`src/rtl/galaga_pkg.sv`:
```
// Shared types, palette and colour lookup for the Galaga sprite compositor.
// Latency: none (types and a pure function only).
// Backpressure: not applicable.
package galaga_pkg;

  typedef logic [9:0] coord_t;

  typedef struct packed {
    logic [7:0] r;
    logic [7:0] g;
    logic [7:0] b;
  } rgb_t;

  localparam int PIXEL_BITS   = 4;
  localparam int PALETTE_SIZE = 12;

  localparam logic [23:0] PALETTE [PALETTE_SIZE] = '{
    24'h000000, 24'hDEDEDE, 24'hEC3223, 24'hCE5223,
    24'hFFFD54, 24'h74FBDF, 24'h419596, 24'h276AD6,
    24'hB8B9DB, 24'h001DD5, 24'h8929D6, 24'hEA3CD7
  };

  // Nibbles past the end of the palette are drawn black (but still opaque).
  function automatic rgb_t palette_rgb(input logic [PIXEL_BITS-1:0] nib);
    logic [23:0] c;
    c = 24'h000000;
    if (nib < PIXEL_BITS'(PALETTE_SIZE)) c = PALETTE[nib];
    return rgb_t'(c);
  endfunction

endpackage

```
`src/rtl/sprite_compositor_if.sv`:
```
// Bundles the pixel stream, sprite attributes, sprite-ROM port and colour output.
// Latency: none (wiring only).
// Backpressure: none; the pixel stream is free-running at the pixel clock.
interface sprite_compositor_if #(
  parameter int SPRITE_COUNT = 8,
  parameter int TILE_BITS    = 6,
  parameter int SPRITE_W     = 16
);
  import galaga_pkg::*;

  logic                                   pix_valid_i;
  logic                                   frame_start_i;
  coord_t                                 draw_xpos_i;
  coord_t                                 draw_ypos_i;
  logic   [SPRITE_COUNT-1:0]              sprite_en_i;
  logic   [SPRITE_COUNT-1:0]              sprite_flip_i;
  coord_t [SPRITE_COUNT-1:0]              sprite_xpos_i;
  coord_t [SPRITE_COUNT-1:0]              sprite_ypos_i;
  logic   [SPRITE_COUNT-1:0][TILE_BITS-1:0]  sprite_tile_i;
  logic   [SPRITE_COUNT-1:0][TILE_BITS+3:0]  rom_addr_o;
  logic   [SPRITE_COUNT-1:0][4*SPRITE_W-1:0] rom_data_i;
  logic   [7:0]                           red_o;
  logic   [7:0]                           green_o;
  logic   [7:0]                           blue_o;
  logic                                   pix_valid_o;
  logic   [SPRITE_COUNT-1:0]              collision_o;

  modport slave (
    input  pix_valid_i, frame_start_i, draw_xpos_i, draw_ypos_i,
    input  sprite_en_i, sprite_flip_i, sprite_xpos_i, sprite_ypos_i, sprite_tile_i,
    input  rom_data_i,
    output rom_addr_o, red_o, green_o, blue_o, pix_valid_o, collision_o
  );

  modport master (
    output pix_valid_i, frame_start_i, draw_xpos_i, draw_ypos_i,
    output sprite_en_i, sprite_flip_i, sprite_xpos_i, sprite_ypos_i, sprite_tile_i,
    output rom_data_i,
    input  rom_addr_o, red_o, green_o, blue_o, pix_valid_o, collision_o
  );

endinterface

```
`src/rtl/sprite_prio_enc.sv`:
```
// Fixed-priority encoder (index 0 wins) with any-hit and multi-hit flags.
// Latency: combinational.
// Backpressure: not applicable.
module sprite_prio_enc #(
  parameter int N     = 8,
  parameter int IDX_W = 3
) (
  input  logic [N-1:0]     req_i,
  output logic [IDX_W-1:0] idx_o,
  output logic             any_o,
  output logic             multi_o
);

  // Scan from the top down so the lowest set index is the last one written.
  always_comb begin
    idx_o = '0;
    for (int i = N - 1; i >= 0; i--) begin
      if (req_i[i]) idx_o = IDX_W'(i);
    end
    any_o   = |req_i;
    // Clearing the lowest set bit leaves something only if two or more were set.
    multi_o = |(req_i & (req_i - N'(1)));
  end

endmodule

```
`src/rtl/sprite_compositor.sv`:
```
// Three-stage sprite-over-playfield compositor with sticky per-frame collision flags.
// Latency: exactly 3 pixel clocks from draw coordinates to colour output.
// Backpressure: none; every pixel clock advances the pipeline, invalid pixels flow as bubbles.
module sprite_compositor
  import galaga_pkg::*;
#(
  parameter int SPRITE_COUNT = 8,
  parameter int SPRITE_W     = 16,
  parameter int SPRITE_H     = 16,
  parameter int TILE_BITS    = 6,
  parameter int BORDER_L_X   = 131,
  parameter int BORDER_R_X   = 506,
  parameter int BORDER_W     = 2
) (
  input  logic              clk_i,
  input  logic              rst_i,
  sprite_compositor_if.slave bus
);

  localparam int COL_BITS  = $clog2(SPRITE_W);
  localparam int ADDR_BITS = TILE_BITS + 4;
  localparam int ROW_BITS  = 4 * SPRITE_W;
  localparam int IDX_W     = (SPRITE_COUNT > 1) ? $clog2(SPRITE_COUNT) : 1;

  // S0 state
  logic [SPRITE_COUNT-1:0]                hit_s0_d, hit_s0_q;
  logic [SPRITE_COUNT-1:0][COL_BITS-1:0]  col_s0_d, col_s0_q;
  logic [SPRITE_COUNT-1:0][ADDR_BITS-1:0] rom_addr_d, rom_addr_q;
  coord_t                                 x_s0_d, x_s0_q, y_s0_d, y_s0_q;
  logic                                   vld_s0_d, vld_s0_q;

  // S1 state
  logic [SPRITE_COUNT-1:0]                hit_s1_d, hit_s1_q;
  logic [SPRITE_COUNT-1:0][COL_BITS-1:0]  col_s1_d, col_s1_q;
  logic [SPRITE_COUNT-1:0][ROW_BITS-1:0]  rom_data_s1_d, rom_data_s1_q;
  coord_t                                 x_s1_d, x_s1_q, y_s1_d, y_s1_q;
  logic                                   vld_s1_d, vld_s1_q;

  // S2 state
  rgb_t                                   rgb_d, rgb_q;
  logic                                   pix_vld_d, pix_vld_q;
  logic [SPRITE_COUNT-1:0]                collision_d, collision_q;

  // S2 combinational
  logic [SPRITE_COUNT-1:0][PIXEL_BITS-1:0] nib;
  logic [SPRITE_COUNT-1:0]                 opaque;
  logic [IDX_W-1:0]                        win_idx;
  logic                                    any_opaque;
  logic                                    multi_hit;
  logic                                    in_border;

  for (genvar i = 0; i < SPRITE_COUNT; i++) begin : g_slot
    logic [10:0]          dx;
    logic [10:0]          dy;
    logic                 hit;
    logic [COL_BITS-1:0]  col;
    logic [ADDR_BITS-1:0] addr;

    // Bounding-box test at 11 bits so a sprite hanging off the right edge never wraps to x=0.
    always_comb begin
      dx   = {1'b0, bus.draw_xpos_i} - {1'b0, bus.sprite_xpos_i[i]};
      dy   = {1'b0, bus.draw_ypos_i} - {1'b0, bus.sprite_ypos_i[i]};
      hit  = bus.sprite_en_i[i] && (dx < 11'(SPRITE_W)) && (dy < 11'(SPRITE_H));
      col  = dx[COL_BITS-1:0];
      if (bus.sprite_flip_i[i]) col = COL_BITS'(SPRITE_W - 1) - col;
      addr = '0;
      if (hit) addr = ADDR_BITS'(bus.sprite_tile_i[i]) * ADDR_BITS'(SPRITE_H) + ADDR_BITS'(dy);
    end

    assign hit_s0_d[i]   = hit;
    assign col_s0_d[i]   = col;
    assign rom_addr_d[i] = addr;
  end

  // Coordinates and valid ride along with the hits; S1 captures the ROM row beside them.
  always_comb begin
    x_s0_d        = bus.draw_xpos_i;
    y_s0_d        = bus.draw_ypos_i;
    vld_s0_d      = bus.pix_valid_i;
    hit_s1_d      = hit_s0_q;
    col_s1_d      = col_s0_q;
    x_s1_d        = x_s0_q;
    y_s1_d        = y_s0_q;
    vld_s1_d      = vld_s0_q;
    rom_data_s1_d = bus.rom_data_i;
  end

  // Pick each slot's nibble; leftmost pixel lives in the most significant nibble.
  always_comb begin
    nib    = '0;
    opaque = '0;
    for (int i = 0; i < SPRITE_COUNT; i++) begin
      logic [ROW_BITS-1:0] row;
      row       = rom_data_s1_q[i] << {col_s1_q[i], 2'b00};
      nib[i]    = row[ROW_BITS-1 -: PIXEL_BITS];
      opaque[i] = hit_s1_q[i] && (nib[i] != '0);
    end
  end

  sprite_prio_enc #(
    .N     (SPRITE_COUNT),
    .IDX_W (IDX_W)
  ) u_prio (
    .req_i   (opaque),
    .idx_o   (win_idx),
    .any_o   (any_opaque),
    .multi_o (multi_hit)
  );

  // Final colour, output gating and collision accumulation.
  always_comb begin
    in_border = (y_s1_q < coord_t'(480)) &&
                (((x_s1_q >= coord_t'(BORDER_L_X)) && (x_s1_q < coord_t'(BORDER_L_X + BORDER_W))) ||
                 ((x_s1_q >= coord_t'(BORDER_R_X)) && (x_s1_q < coord_t'(BORDER_R_X + BORDER_W))));
    rgb_d     = '0;
    if (vld_s1_q) begin
      if (any_opaque)     rgb_d = palette_rgb(nib[win_idx]);
      else if (in_border) rgb_d = rgb_t'(24'hFFFFFF);
    end
    pix_vld_d = vld_s1_q;
    // Frame start clears first so a collision on the same edge still lands.
    collision_d = bus.frame_start_i ? '0 : collision_q;
    if (vld_s1_q && multi_hit) collision_d = collision_d | opaque;
  end

  // Pipeline registers; reset flushes every stage.
  always_ff @(posedge clk_i) begin
    if (rst_i) begin
      hit_s0_q      <= '0;
      col_s0_q      <= '0;
      rom_addr_q    <= '0;
      x_s0_q        <= '0;
      y_s0_q        <= '0;
      vld_s0_q      <= 1'b0;
      hit_s1_q      <= '0;
      col_s1_q      <= '0;
      rom_data_s1_q <= '0;
      x_s1_q        <= '0;
      y_s1_q        <= '0;
      vld_s1_q      <= 1'b0;
      rgb_q         <= '0;
      pix_vld_q     <= 1'b0;
      collision_q   <= '0;
    end else begin
      hit_s0_q      <= hit_s0_d;
      col_s0_q      <= col_s0_d;
      rom_addr_q    <= rom_addr_d;
      x_s0_q        <= x_s0_d;
      y_s0_q        <= y_s0_d;
      vld_s0_q      <= vld_s0_d;
      hit_s1_q      <= hit_s1_d;
      col_s1_q      <= col_s1_d;
      rom_data_s1_q <= rom_data_s1_d;
      x_s1_q        <= x_s1_d;
      y_s1_q        <= y_s1_d;
      vld_s1_q      <= vld_s1_d;
      rgb_q         <= rgb_d;
      pix_vld_q     <= pix_vld_d;
      collision_q   <= collision_d;
    end
  end

  assign bus.rom_addr_o  = rom_addr_q;
  assign bus.red_o       = rgb_q.r;
  assign bus.green_o     = rgb_q.g;
  assign bus.blue_o      = rgb_q.b;
  assign bus.pix_valid_o = pix_vld_q;
  assign bus.collision_o = collision_q;

endmodule

```
`src/flat_wrapper.sv`:
```
// flat-port wrapper written by rule: the top's interface ports become plain ports
module sprite_compositor_flat import galaga_pkg::*;
#(
  parameter int SPRITE_COUNT = 8,
  parameter int SPRITE_W     = 16,
  parameter int SPRITE_H     = 16,
  parameter int TILE_BITS    = 6,
  parameter int BORDER_L_X   = 131,
  parameter int BORDER_R_X   = 506,
  parameter int BORDER_W     = 2
)
  (clk_i, rst_i, bus_pix_valid_i, bus_frame_start_i, bus_draw_xpos_i, bus_draw_ypos_i, bus_sprite_en_i, bus_sprite_flip_i, bus_sprite_xpos_i, bus_sprite_ypos_i, bus_sprite_tile_i, bus_rom_data_i, bus_rom_addr_o, bus_red_o, bus_green_o, bus_blue_o, bus_pix_valid_o, bus_collision_o);
  sprite_compositor_if #(.SPRITE_COUNT(SPRITE_COUNT), .TILE_BITS(TILE_BITS), .SPRITE_W(SPRITE_W)) bus_i ();
  input  logic clk_i;
  input  logic rst_i;
  input wire logic [$bits(bus_i.pix_valid_i)-1:0] bus_pix_valid_i;
  input wire logic [$bits(bus_i.frame_start_i)-1:0] bus_frame_start_i;
  input wire logic [$bits(bus_i.draw_xpos_i)-1:0] bus_draw_xpos_i;
  input wire logic [$bits(bus_i.draw_ypos_i)-1:0] bus_draw_ypos_i;
  input wire logic [$bits(bus_i.sprite_en_i)-1:0] bus_sprite_en_i;
  input wire logic [$bits(bus_i.sprite_flip_i)-1:0] bus_sprite_flip_i;
  input wire logic [$bits(bus_i.sprite_xpos_i)-1:0] bus_sprite_xpos_i;
  input wire logic [$bits(bus_i.sprite_ypos_i)-1:0] bus_sprite_ypos_i;
  input wire logic [$bits(bus_i.sprite_tile_i)-1:0] bus_sprite_tile_i;
  input wire logic [$bits(bus_i.rom_data_i)-1:0] bus_rom_data_i;
  output wire logic [$bits(bus_i.rom_addr_o)-1:0] bus_rom_addr_o;
  output wire logic [$bits(bus_i.red_o)-1:0] bus_red_o;
  output wire logic [$bits(bus_i.green_o)-1:0] bus_green_o;
  output wire logic [$bits(bus_i.blue_o)-1:0] bus_blue_o;
  output wire logic [$bits(bus_i.pix_valid_o)-1:0] bus_pix_valid_o;
  output wire logic [$bits(bus_i.collision_o)-1:0] bus_collision_o;
  assign bus_i.pix_valid_i = bus_pix_valid_i;
  assign bus_i.frame_start_i = bus_frame_start_i;
  assign bus_i.draw_xpos_i = bus_draw_xpos_i;
  assign bus_i.draw_ypos_i = bus_draw_ypos_i;
  assign bus_i.sprite_en_i = bus_sprite_en_i;
  assign bus_i.sprite_flip_i = bus_sprite_flip_i;
  assign bus_i.sprite_xpos_i = bus_sprite_xpos_i;
  assign bus_i.sprite_ypos_i = bus_sprite_ypos_i;
  assign bus_i.sprite_tile_i = bus_sprite_tile_i;
  assign bus_i.rom_data_i = bus_rom_data_i;
  assign bus_rom_addr_o = bus_i.rom_addr_o;
  assign bus_red_o = bus_i.red_o;
  assign bus_green_o = bus_i.green_o;
  assign bus_blue_o = bus_i.blue_o;
  assign bus_pix_valid_o = bus_i.pix_valid_o;
  assign bus_collision_o = bus_i.collision_o;
  sprite_compositor #(.SPRITE_COUNT(SPRITE_COUNT), .SPRITE_W(SPRITE_W), .SPRITE_H(SPRITE_H), .TILE_BITS(TILE_BITS), .BORDER_L_X(BORDER_L_X), .BORDER_R_X(BORDER_R_X), .BORDER_W(BORDER_W)) u_core (.clk_i(clk_i), .rst_i(rst_i), .bus(bus_i));
endmodule
```
`config.mk`:
```
export PLATFORM = sky130hd
export DESIGN_NAME = sprite_compositor_flat
export DESIGN_NICKNAME = d
export VERILOG_FILES = /design/src/rtl/galaga_pkg.sv /design/src/rtl/sprite_compositor_if.sv /design/src/rtl/sprite_prio_enc.sv /design/src/rtl/sprite_compositor.sv /design/src/flat_wrapper.sv
export SDC_FILE = /design/constraint.sdc
export NUM_CORES = 1
export LEC_CHECK = 0
export CAP_MARGIN = 20
export CORE_AREA = 2 2 336 338
export CTS_BUF_LIST = sky130_fd_sc_hd__clkbuf_4 sky130_fd_sc_hd__clkbuf_8
export CTS_CLUSTER_SIZE = 14
export DETAILED_ROUTE_END_ITERATION = 10
export DIE_AREA = 0 0 338 340
export GPL_ROUTABILITY_DRIVEN = 1
export REMOVE_ABC_BUFFERS = 1
export SYNTH_ARGS = -nofsm -noshare
export SYNTH_HDL_FRONTEND = slang
export SYNTH_SLANG_ARGS = --single-unit
```
`constraint.sdc`:
```
create_clock -name clk_i -period 5.6 [get_ports clk_i]
set_clock_uncertainty 0.15 [all_clocks]
set_input_delay 1.12 -clock clk_i [delete_from_list [all_inputs] [get_ports clk_i]]
set_output_delay 1.12 -clock clk_i [all_outputs]
set_load 0.05 [all_outputs]
```
==> results of run 1 <==
placed cells by master (no fill, tap or decap), drive strengths merged, types with 17 or more instances in the layout:
cell             n
o21ai          121
nor2b          640
nor3            71
clkbuf         200
a21oi           75
nor4            24
dfxtp          735
a22oi           25
clkinv          17
xor2            47
diode           18
nand2           79
fa              24
a21boi          63
ha             208
nor3b           41
nor2           152
a21o            32
clkdlybuf4s50  870
nand3           60
xnor2           72
o21a            18
buf             63
inv            286
mux4           139
nand2b          17
o211ai          18
worst max-delay path, stage by stage (launching register included):
cell and delay, ns:
dfxtp_1 0.31, buf_4 0.29, mux4_2 0.54, a22oi_1 0.26, nand3_1 0.38, o41ai_2 0.57
a211oi_2 0.16, o21ai_2 0.24, mux4_2 0.56, o21ai_0 0.47, inv_1 0.20, ha_1 0.35
nor2_1 0.05, o21a_1 0.16, o31a_1 0.27
registers in the layout (all words and copies together) (netlist names), 7 cells and up:
name and cells:
u_core.bus.blue_o 8, u_core.bus.collision_o 8, u_core.bus.green_o 7, u_core.bus.red_o 7
u_core.bus.rom_addr_o 80, u_core.col_s0_q 32, u_core.col_s1_q 32, u_core.hit_s0_q 8
u_core.hit_s1_q 8, u_core.rom_data_s1_q 512, u_core.x_s0_q 10, u_core.x_s1_q 10
area by class of cell:
type	instances	area [um^2]
fillers	10900	65100
multi-input cells	2042	16600
flip-flops and latches	735	14700
repair buffers	933	9210
clock buffers	200	2530
well taps	1500	1880
inverters	281	1050
clock inverters	34	408
diodes	18	45.0
report_power, final:
part,internal (mW),leakage (nW),switching (mW)
clock network,3.15,1.53,2.37
logic,1.30,11.1,1.18
registers,5.49,6.08,0.111
routing by layer:
| layer | vias to the layer above | track usage, % | part of all wire, % |
|---|---|---|---|
| met5 | - | 0 | 0.14 |
| met4 | 26 | 6.60 | 2.4 |
| met3 | 206 | 5.51 | 6.6 |
| met2 | 747 | 36.7 | 49 |
| met1 | 12200 | 25.4 | 41 |
| li1 | 12700 | - | - |
metrics by stage:
step                      area [um^2]  worst slack (ns)
after floorplan                 32400             0.553
after global placement          43500             0.128
after detailed placement        43500            0.0424
after CTS                       46400             0.432
after global routing            46400            0.0347
final                           46500             0.514
path summary, 6_finish.rpt:
check | endpoint | slack [ns] | from
worst min-delay path | u_core.col_s1_q[6]$_SDFF_PP0_ | 0.27 | u_core.col_s0_q[6]$_SDFF_PP0_
worst max-delay path | u_core.bus.red_o[1]$_SDFF_PP0_ | 0.51 | u_core.col_s1_q[24]$_SDFF_PP0_
worst max register to register | u_core.bus.red_o[1]$_SDFF_PP0_ | 0.51 | u_core.col_s1_q[24]$_SDFF_PP0_
worst min register to register | u_core.col_s1_q[6]$_SDFF_PP0_ | 0.27 | u_core.col_s0_q[6]$_SDFF_PP0_
kinds of logic after synthesis:
kind of cell               count (synthesis)  synth area share [%]
and+or+nand+nor                         1125                  19.5
buffers and inverters                    407                  5.05
DFF                                      735                  44.6
AOI/OAI and AO/OA                        418                  8.62
adders and majority gates                233                  9.37
xor gates and xnor gates                 119                  3.16
muxes                                    147                  9.77
==> flow_summary.toml, run 1 <==
[worst_setup_path]
reg2regPathDepth = 14
cp-end-kind = "flop"
cp_max_fo = 16
cp.required_ns = 6.12
arrival_ns = 5.60
critical_path_class = "flop to flop"
crit_path_start_kind = "flop"

[yosys]
syn-instance-count = 3184
synth_edf_count = 0
synth_top_area_share_pct = 44.6
syn_area_um2 = 33000
netlist_top_cells_area = "dfxtp_1 45%, nor2b_1 12%, mux4_2 9.5%"
postSynthAreaPerCell_um2 = 10.4
yosysMostFrequentCell = "dfxtp_1"
yosys_warnings = 0
ys_types = 78
ys_ff_latch = 735
async_flop_share_pct = 0
synth_top_area_cell = "dfxtp_1"
synth_commonest_cells = "735 x dfxtp_1, 640 x nor2b_1, 280 x inv_1, 208 x ha_1, 149 x nor2_1"
synthFlopType = "dfxtp_1"
seq_area_frac_synth_pct = 44.6

[layout]
num-nets-final = 5118
stdcell_count = 5743
final_util_pct = 41.6
synthToLayoutAreaGrowth_pct = 40.8
drive_gt1_share_pct = 11.1

[detailed_routing]
wl_per_cell_um = 21.6
route.detailed.drc = 0
drtIter0Drc = 1262
ant_nets = 0
num_vias = 25900
first_pass_iters = 5
wl_mm = 124
vias_per_cell = 4.51

[die]
die_y_um = 340
coreArea_um2 = 112000
dieArea_um2 = 115000
start_util_pct = 29.6
row_count = 123
die_x_um = 338
io_pins = 873

[timing]
slew_viol_final = 0
min_period_ns = 5.09
relSlewSlack_pct = 34.7
worst_slew_pin_slew_ns = 0.976
holdWs_ns = 0.265
finalCritPeriodShare_pct = 90.8
finalHoldViolations = 0
finalSetupViolations = 0
clock.fmax_mhz = 197
tns_ns = 0
rsz0062_at_grt = "false"

[cts]
ctsResizeCount = 0
clk_pin_slew_ns = 0.06
clkSinkCount = 735
cts_buffer_depth = 3
post_cts_buffers = 0
h-tree-depth = 4
postCtsHoldBufs = 0
clock_latency_ns = 0.79
root_buffer = "clkbuf_8"
cts_tree = "done"
numCtsBuffers = 133

[placed_design]
dpl.hpwl_mm = 99.7
port_buffers = 872
place_congestion = 0.889
dp_cells = 5491

[job]
maxCapViolations = 0

[global_route]
grt_antenna_before_repair = 39
gr-total-overflow = 0
grt_pass1_vias = 27100
grt_use_total_pct = 21.2
grt_pass1_wl_mm = 178
grt_max_degree = 150

[hold_path]
whs_path_depth = 1
hp-class = "flop to flop"

[power]
ir_drop_v = 0.000171
power.density_nw_per_um2 = 293
p_total_mw = 13.6
p_leak_nw = 18.7

[run_status]
status = "finished, final reports clean"
Power figures use the tool's default switching activity.
==> run 2: changes to the inputs <==
Clock period 5.6 ns to 4.6 ns, I/O delays scaled along.
==> run 2 against run 1 <==
Compared with the run above:
- global-route usage is 0.070 points higher
- non-clock buffer count up 187
- wire length increased by 1.1%
- critical path depth rose by 3
- sequential power up 22%
- sequential share of layout area is 1.2 points lower
- final area rose by 3.9%
- via count increased by 2.3%
- die area unchanged
- critical path type unchanged
==> flow_summary.toml, run 2 (synthesis results as in run 1) <==
[worst_setup_path]
cp.required_ns = 5.17
arrival_ns = 5.01
cp-end-kind = "flop"
crit_path_start_kind = "flop"
rr_startpoint = "u_core.col_s1_q[24]$_SDFF_PP0_"
startpoint = "u_core.col_s1_q[24]$_SDFF_PP0_"
cp_max_fo = 15
critical_path_class = "flop to flop"

[timing]
finalSetupViolations = 0
clock.fmax_mhz = 225
finalCritPeriodShare_pct = 96.7
rsz0062_at_grt = "true"
finalHoldViolations = 0
setup_ws_ns = 0.153
relSlewSlack_pct = 34.1
slew_viol_final = 0
min_period_ns = 4.45
worst_slew_pin_slew_ns = 0.985

[cts]
postCtsHoldBufs = 0
numCtsBuffers = 135
cts_tree = "done"
clkSinkCount = 735
h-tree-depth = 4
cts_buffer_depth = 3
root_buffer = "clkbuf_8"
clk_pin_slew_ns = 0.06
clock_latency_ns = 0.83

[die]
dieArea_um2 = 115000
row_count = 123
coreArea_um2 = 112000
start_util_pct = 29.6
die_y_um = 340
die_x_um = 338
io_pins = 873

[power]
p_leak_nw = 19.8
p_int_mw = 12.3
p_sw_share_pct = 26.9
p_total_mw = 16.8
power.net_switching_mw = 4.52
ir_drop_v = 0.000232
comb_power_share_pct = 19.9
power.share.clock_pct = 39.6
power.density_nw_per_um2 = 348
p_seq_share_pct = 40.6

[detailed_routing]
wl_mm = 125
drtIter0Drc = 1366
num_vias = 26500
first_pass_iters = 5
ant_nets = 0
vias_per_cell = 4.46
wl_per_cell_um = 21.1
route.detailed.drc = 0

[layout]
num-nets-final = 5307
drive_gt1_share_pct = 15.4
final_cell_mix = "870 x clkdlybuf4s50_1, 733 x dfxtp_1, 639 x nor2b_1"
synthToLayoutAreaGrowth_pct = 46.3
final_util_pct = 43.3
layout_commonest_cell = "clkdlybuf4s50_1"
largest_reg_flops = 512
top_register = "u_core.rom_data_s1_q"

[placed_design]
place_congestion = 0.899
dpl.hpwl_mm = 101
pre_cts_ws_ns = -0.413
port_buffers = 872

[global_route]
grt_pass1_vias = 27400
grt_antenna_before_repair = 63
grt_max_degree = 158
gr-total-overflow = 0
grt_pass1_wl_mm = 176
grt_use_total_pct = 21.3

[hold_path]
hp-class = "flop to flop"
min_from = "u_core.y_s0_q[9]$_SDFF_PP0_"

[job]
maxCapViolations = 0

[run_status]
status = "finished, final reports clean"
[run 2: final timing paths]
path	to	cells after the start	slack (ns)
setup / recovery	u_core.bus.red_o[3]$_SDFF_PP0_	17	0.15
hold / removal	u_core.y_s1_q[9]$_SDFF_PP0_	1	0.25
setup reg to reg	u_core.bus.red_o[3]$_SDFF_PP0_	17	0.15
hold reg to reg	u_core.y_s1_q[9]$_SDFF_PP0_	1	0.25
[run 2: area by class of cell]
cell class,instances,area (um^2)
repair buffers,1120,10900
clock inverters,28,314
well taps,1500,1880
multi-input cells,2042,16800
flip-flops and latches,735,14700
fillers,10700,63300
clock buffers,203,2540
diodes,33,82.6
inverters,281,1050
[run 2: what timing repair did]
item,CTS,global route
setup buffers,0,29
resized for setup,5,28
setup endpoints to repair,3,20
pin swaps,0,10
[run 2: critical path, cell delays in order, from the launching register on]
cell and delay (ns):
dfxtp_1 0.36, buf_12 0.17, buf_4 0.12, mux4_2 0.50, a22oi_2 0.19, nand3_1 0.11
buf_4 0.19, o41ai_4 0.40, a211oi_2 0.14, o21ai_2 0.23, buf_4 0.15, mux4_2 0.54
o21ai_2 0.17, buf_4 0.18, ha_1 0.17, inv_1 0.05, or3_1 0.36, a31oi_1 0.17
[run 2: per-stage QoR]
step	cell area (um^2)	std cells	hold WS (ns)	setup TNS (ns)
6_report	48300	5942	0.252	0
3_5_place_dp	45000	5649	0.270	-23.51
4_1_cts	47900	5880	0.250	0
2_1_floorplan	32400	3058	0.264	-3.10
5_1_grt	48300	5933	0.262	-0.0826
3_3_place_gp	45000	5649	0.268	-18.94
[run 2: power by group through the flow]
| stage | logic [mW] | clock network, mW | registers, mW |
|---|---|---|---|
| floorplan | 1.59 | 0 | 6.93 |
| global placement | 3.30 | 0 | 6.94 |
| detailed placement | 3.30 | 0 | 6.94 |
| CTS | 3.33 | 6.86 | 6.81 |
| global route | 3.66 | 7.13 | 6.83 |
| finish | 3.34 | 6.64 | 6.81 |
[run 2: metal layers]
metal	track usage [%]	vias up	part of all wire, %
li1	-	13100	-
met1	24.6	12300	40
met2	35.6	796	48
met3	7.51	234	8.3
met4	8.58	38	3.0
met5	0	-	0.20
==> run 3: changes to the inputs <==
Settings changed: CELL_PAD_IN_SITES_DETAIL_PLACEMENT from default to 0, CELL_PAD_IN_SITES_GLOBAL_PLACEMENT from default to 1, CORE_AREA 2 2 336 338 to 2 2 339 341, DIE_AREA 0 0 338 340 to 0 0 341 343, PLACE_DENSITY_LB_ADDON from default to 0.1.
==> run 3 against run 2 <==
Compared with the run above:
- global-route usage decreased by 0.26 points
- via count about the same
- register-to-register slack got worse by 0.03 ns
- critical endpoint unchanged
- sequential cell count stayed put
- count of clock-buffer cells in the layout up 16
- final area rose by 0.83%
- power rose by 1.6%
- wire length increased by 0.16%
- utilization shrank 0.35 points
==> flow_summary.toml, run 3 (synthesis results as in run 1) <==
[worst_setup_path]
worst_path_max_delay_cell = "mux4_2"
rr_endpoint = "u_core.bus.red_o[3]$_SDFF_PP0_"
rr_startpoint = "u_core.col_s1_q[8]$_SDFF_PP0_"
cp.required_ns = 5.16
critical_path_class = "flop to flop"
arrival_ns = 5.03
reg2regPathDepth = 16
crit_path_frequent_cell = "buf_4"
crit_path_start_kind = "flop"
critPathBufInv = 5
cp_max_fo = 12
critPathMaxStageDelay_ns = 0.60
cp-end-kind = "flop"
rrSetupSlack_ns = 0.13
path_cells = "buf_12 > buf_4 > mux4_2 > a22oi_2 > nand3_1 > buf_4 > o41ai_4 > o211ai_2 > o21ai_4 > mux4_2 > o21ai_2 > buf_4 > ha_1 > inv_1 > or3_1 > a31oi_1"
cp_top_family = "compound AO/OA/AOI/OAI gates"

[power]
p_leak_nw = 20.0
ir_drop_v = 0.000243
power.density_nw_per_um2 = 350
p_total_mw = 17.1

[cts]
clkSinkCount = 735
h-tree-depth = 4
numCtsBuffers = 140
root_buffer = "clkbuf_8"
clock_latency_ns = 0.82
cts_buffer_depth = 3
cts_tree = "done"
clk_pin_slew_ns = 0.06

[hold_path]
whs_path_depth = 1
min_from = "u_core.col_s0_q[0]$_SDFF_PP0_"
hp-class = "flop to flop"
hold-path-endpoint = "u_core.col_s1_q[0]$_SDFF_PP0_"

[job]
maxCapViolations = 0

[detailed_routing]
route.detailed.drc = 0
wl_per_cell_um = 20.9
vias_per_cell = 4.43
ant_nets = 0
wl_mm = 125
first_pass_iters = 5
num_vias = 26500
drtIter0Drc = 1002

[die]
die_x_um = 341
io_pins = 873
dieArea_um2 = 117000
die_y_um = 343
coreArea_um2 = 113000
row_count = 124
start_util_pct = 29.1

[global_route]
grt_pass1_vias = 27800
grt_use_total_pct = 21.0
gr-total-overflow = 0
grt_pass1_wl_mm = 180
grt_max_degree = 164
grt_antenna_before_repair = 41

[timing]
relSlewSlack_pct = 34.1
setup_ws_ns = 0.126
worst_slew_pin_slew_ns = 0.981
min_period_ns = 4.47
slew_viol_final = 0
holdWs_ns = 0.263
finalCritPeriodShare_pct = 97.3
finalSetupViolations = 0
finalHoldViolations = 0
rsz0062_at_grt = "true"
clock.fmax_mhz = 224

[layout]
num-nets-final = 5342
final_cell_mix = "870 x clkdlybuf4s50_1, 733 x dfxtp_1, 640 x nor2b_1"
synthToLayoutAreaGrowth_pct = 47.5
top_register = "u_core.rom_data_s1_q"
fill_cells = 11100
largest_reg_flops = 512
seqCellArea_um2 = 14700
stdcell_count = 5989
drive_gt1_share_pct = 16.6
multi_input_area_um2 = 16800
layout_commonest_cell = "clkdlybuf4s50_1"

[placed_design]
dp_cells = 5704
dpl.hpwl_mm = 99.8
port_buffers = 872
place_congestion = 0.833
pre_cts_ws_ns = -0.547

[run_status]
status = "finished, final reports clean"
==> run 3: changes by cell type in the layout (fill, tap and decap cells not counted), moves of 4 or more <==
cell / change
inv_12: +4
a22oi_2: +4
a22oi_1: -4
buf_4: +30
buf_12: -4
clkbuf_8: +7
nand3_1: -5
diode_2: -12
clkbuf_4: +9
buf_6: +4
nand3_2: +5
==> run 3: worst max-delay path by stage <==
stage                                        startpoint                              endpoint  slack [ns]  depth (start not counted)
after floorplan           u_core.col_s1_q[8]$_SDFF_PP0_        u_core.bus.red_o[1]$_SDFF_PP0_       -0.45                         13
after global placement               bus_draw_ypos_i[0]  u_core.bus.rom_addr_o[61]$_SDFF_PP0_       -0.46                         15
after detailed placement             bus_draw_ypos_i[0]  u_core.bus.rom_addr_o[33]$_SDFF_PP0_       -0.55                         16
after CTS                 u_core.col_s1_q[0]$_SDFF_PP0_        u_core.bus.red_o[1]$_SDFF_PP0_       0.001                         16
after global routing      u_core.col_s1_q[8]$_SDFF_PP0_        u_core.bus.red_o[3]$_SDFF_PP0_       -0.05                         15
final                     u_core.col_s1_q[8]$_SDFF_PP0_        u_core.bus.red_o[3]$_SDFF_PP0_        0.13                         16
==> run 3: through the flow <==
step           cell area, um^2  utilization (%)  setup TNS [ns]
4_1_cts                  48400             42.7               0
6_report                 48700             42.9               0
2_1_floorplan            32400                -           -3.10
5_1_grt                  48700             42.9          -0.132
3_3_place_gp             45300             39.9          -28.49
3_5_place_dp             45300             39.9          -32.06
==> run 3: worst register-to-register path, stage by stage (launching register included) <==
cell and delay (ns):
dfxtp_2 0.35, buf_12 0.15, buf_4 0.14, mux4_2 0.52
a22oi_2 0.23, nand3_1 0.16, buf_4 0.19, o41ai_4 0.28
o211ai_2 0.19, o21ai_4 0.27, mux4_2 0.60, o21ai_2 0.20
buf_4 0.17, ha_1 0.16, inv_1 0.07, or3_1 0.36
a31oi_1 0.20
==> run 3: where the power goes <==
| group | internal (mW) | total, mW | switching, mW |
|---|---|---|---|
| Clock | 3.89 | 6.89 | 3.00 |
| Combinational | 1.88 | 3.37 | 1.49 |
| Sequential | 6.69 | 6.80 | 0.109 |
==> run 3: layout make-up <==
type                    instances  area share, %
diodes                         21          0.108
clock buffers                 219           5.55
clock inverters                29          0.653
inverters                     281           2.17
multi-input cells            2042           34.5
flip-flops and latches        735           30.2
well taps                    1512           3.89
repair buffers               1150           22.9
==> run 3: repair_timing <==
item / CTS / global route
gates resized for setup: 16 / 39
hold buffers: 0 / 0
setup buffers: 6 / 11
endpoints found under the setup margin: 21 / 22
pin swaps: 4 / 14
==> run 3: per-layer routing <==
metal	track usage (%)	routed length [um]	share of wire, %
met5	0	193	0.15
met4	5.85	2610	2.1
met3	5.81	7370	5.9
met2	36.9	62500	50
met1	25.0	52700	42
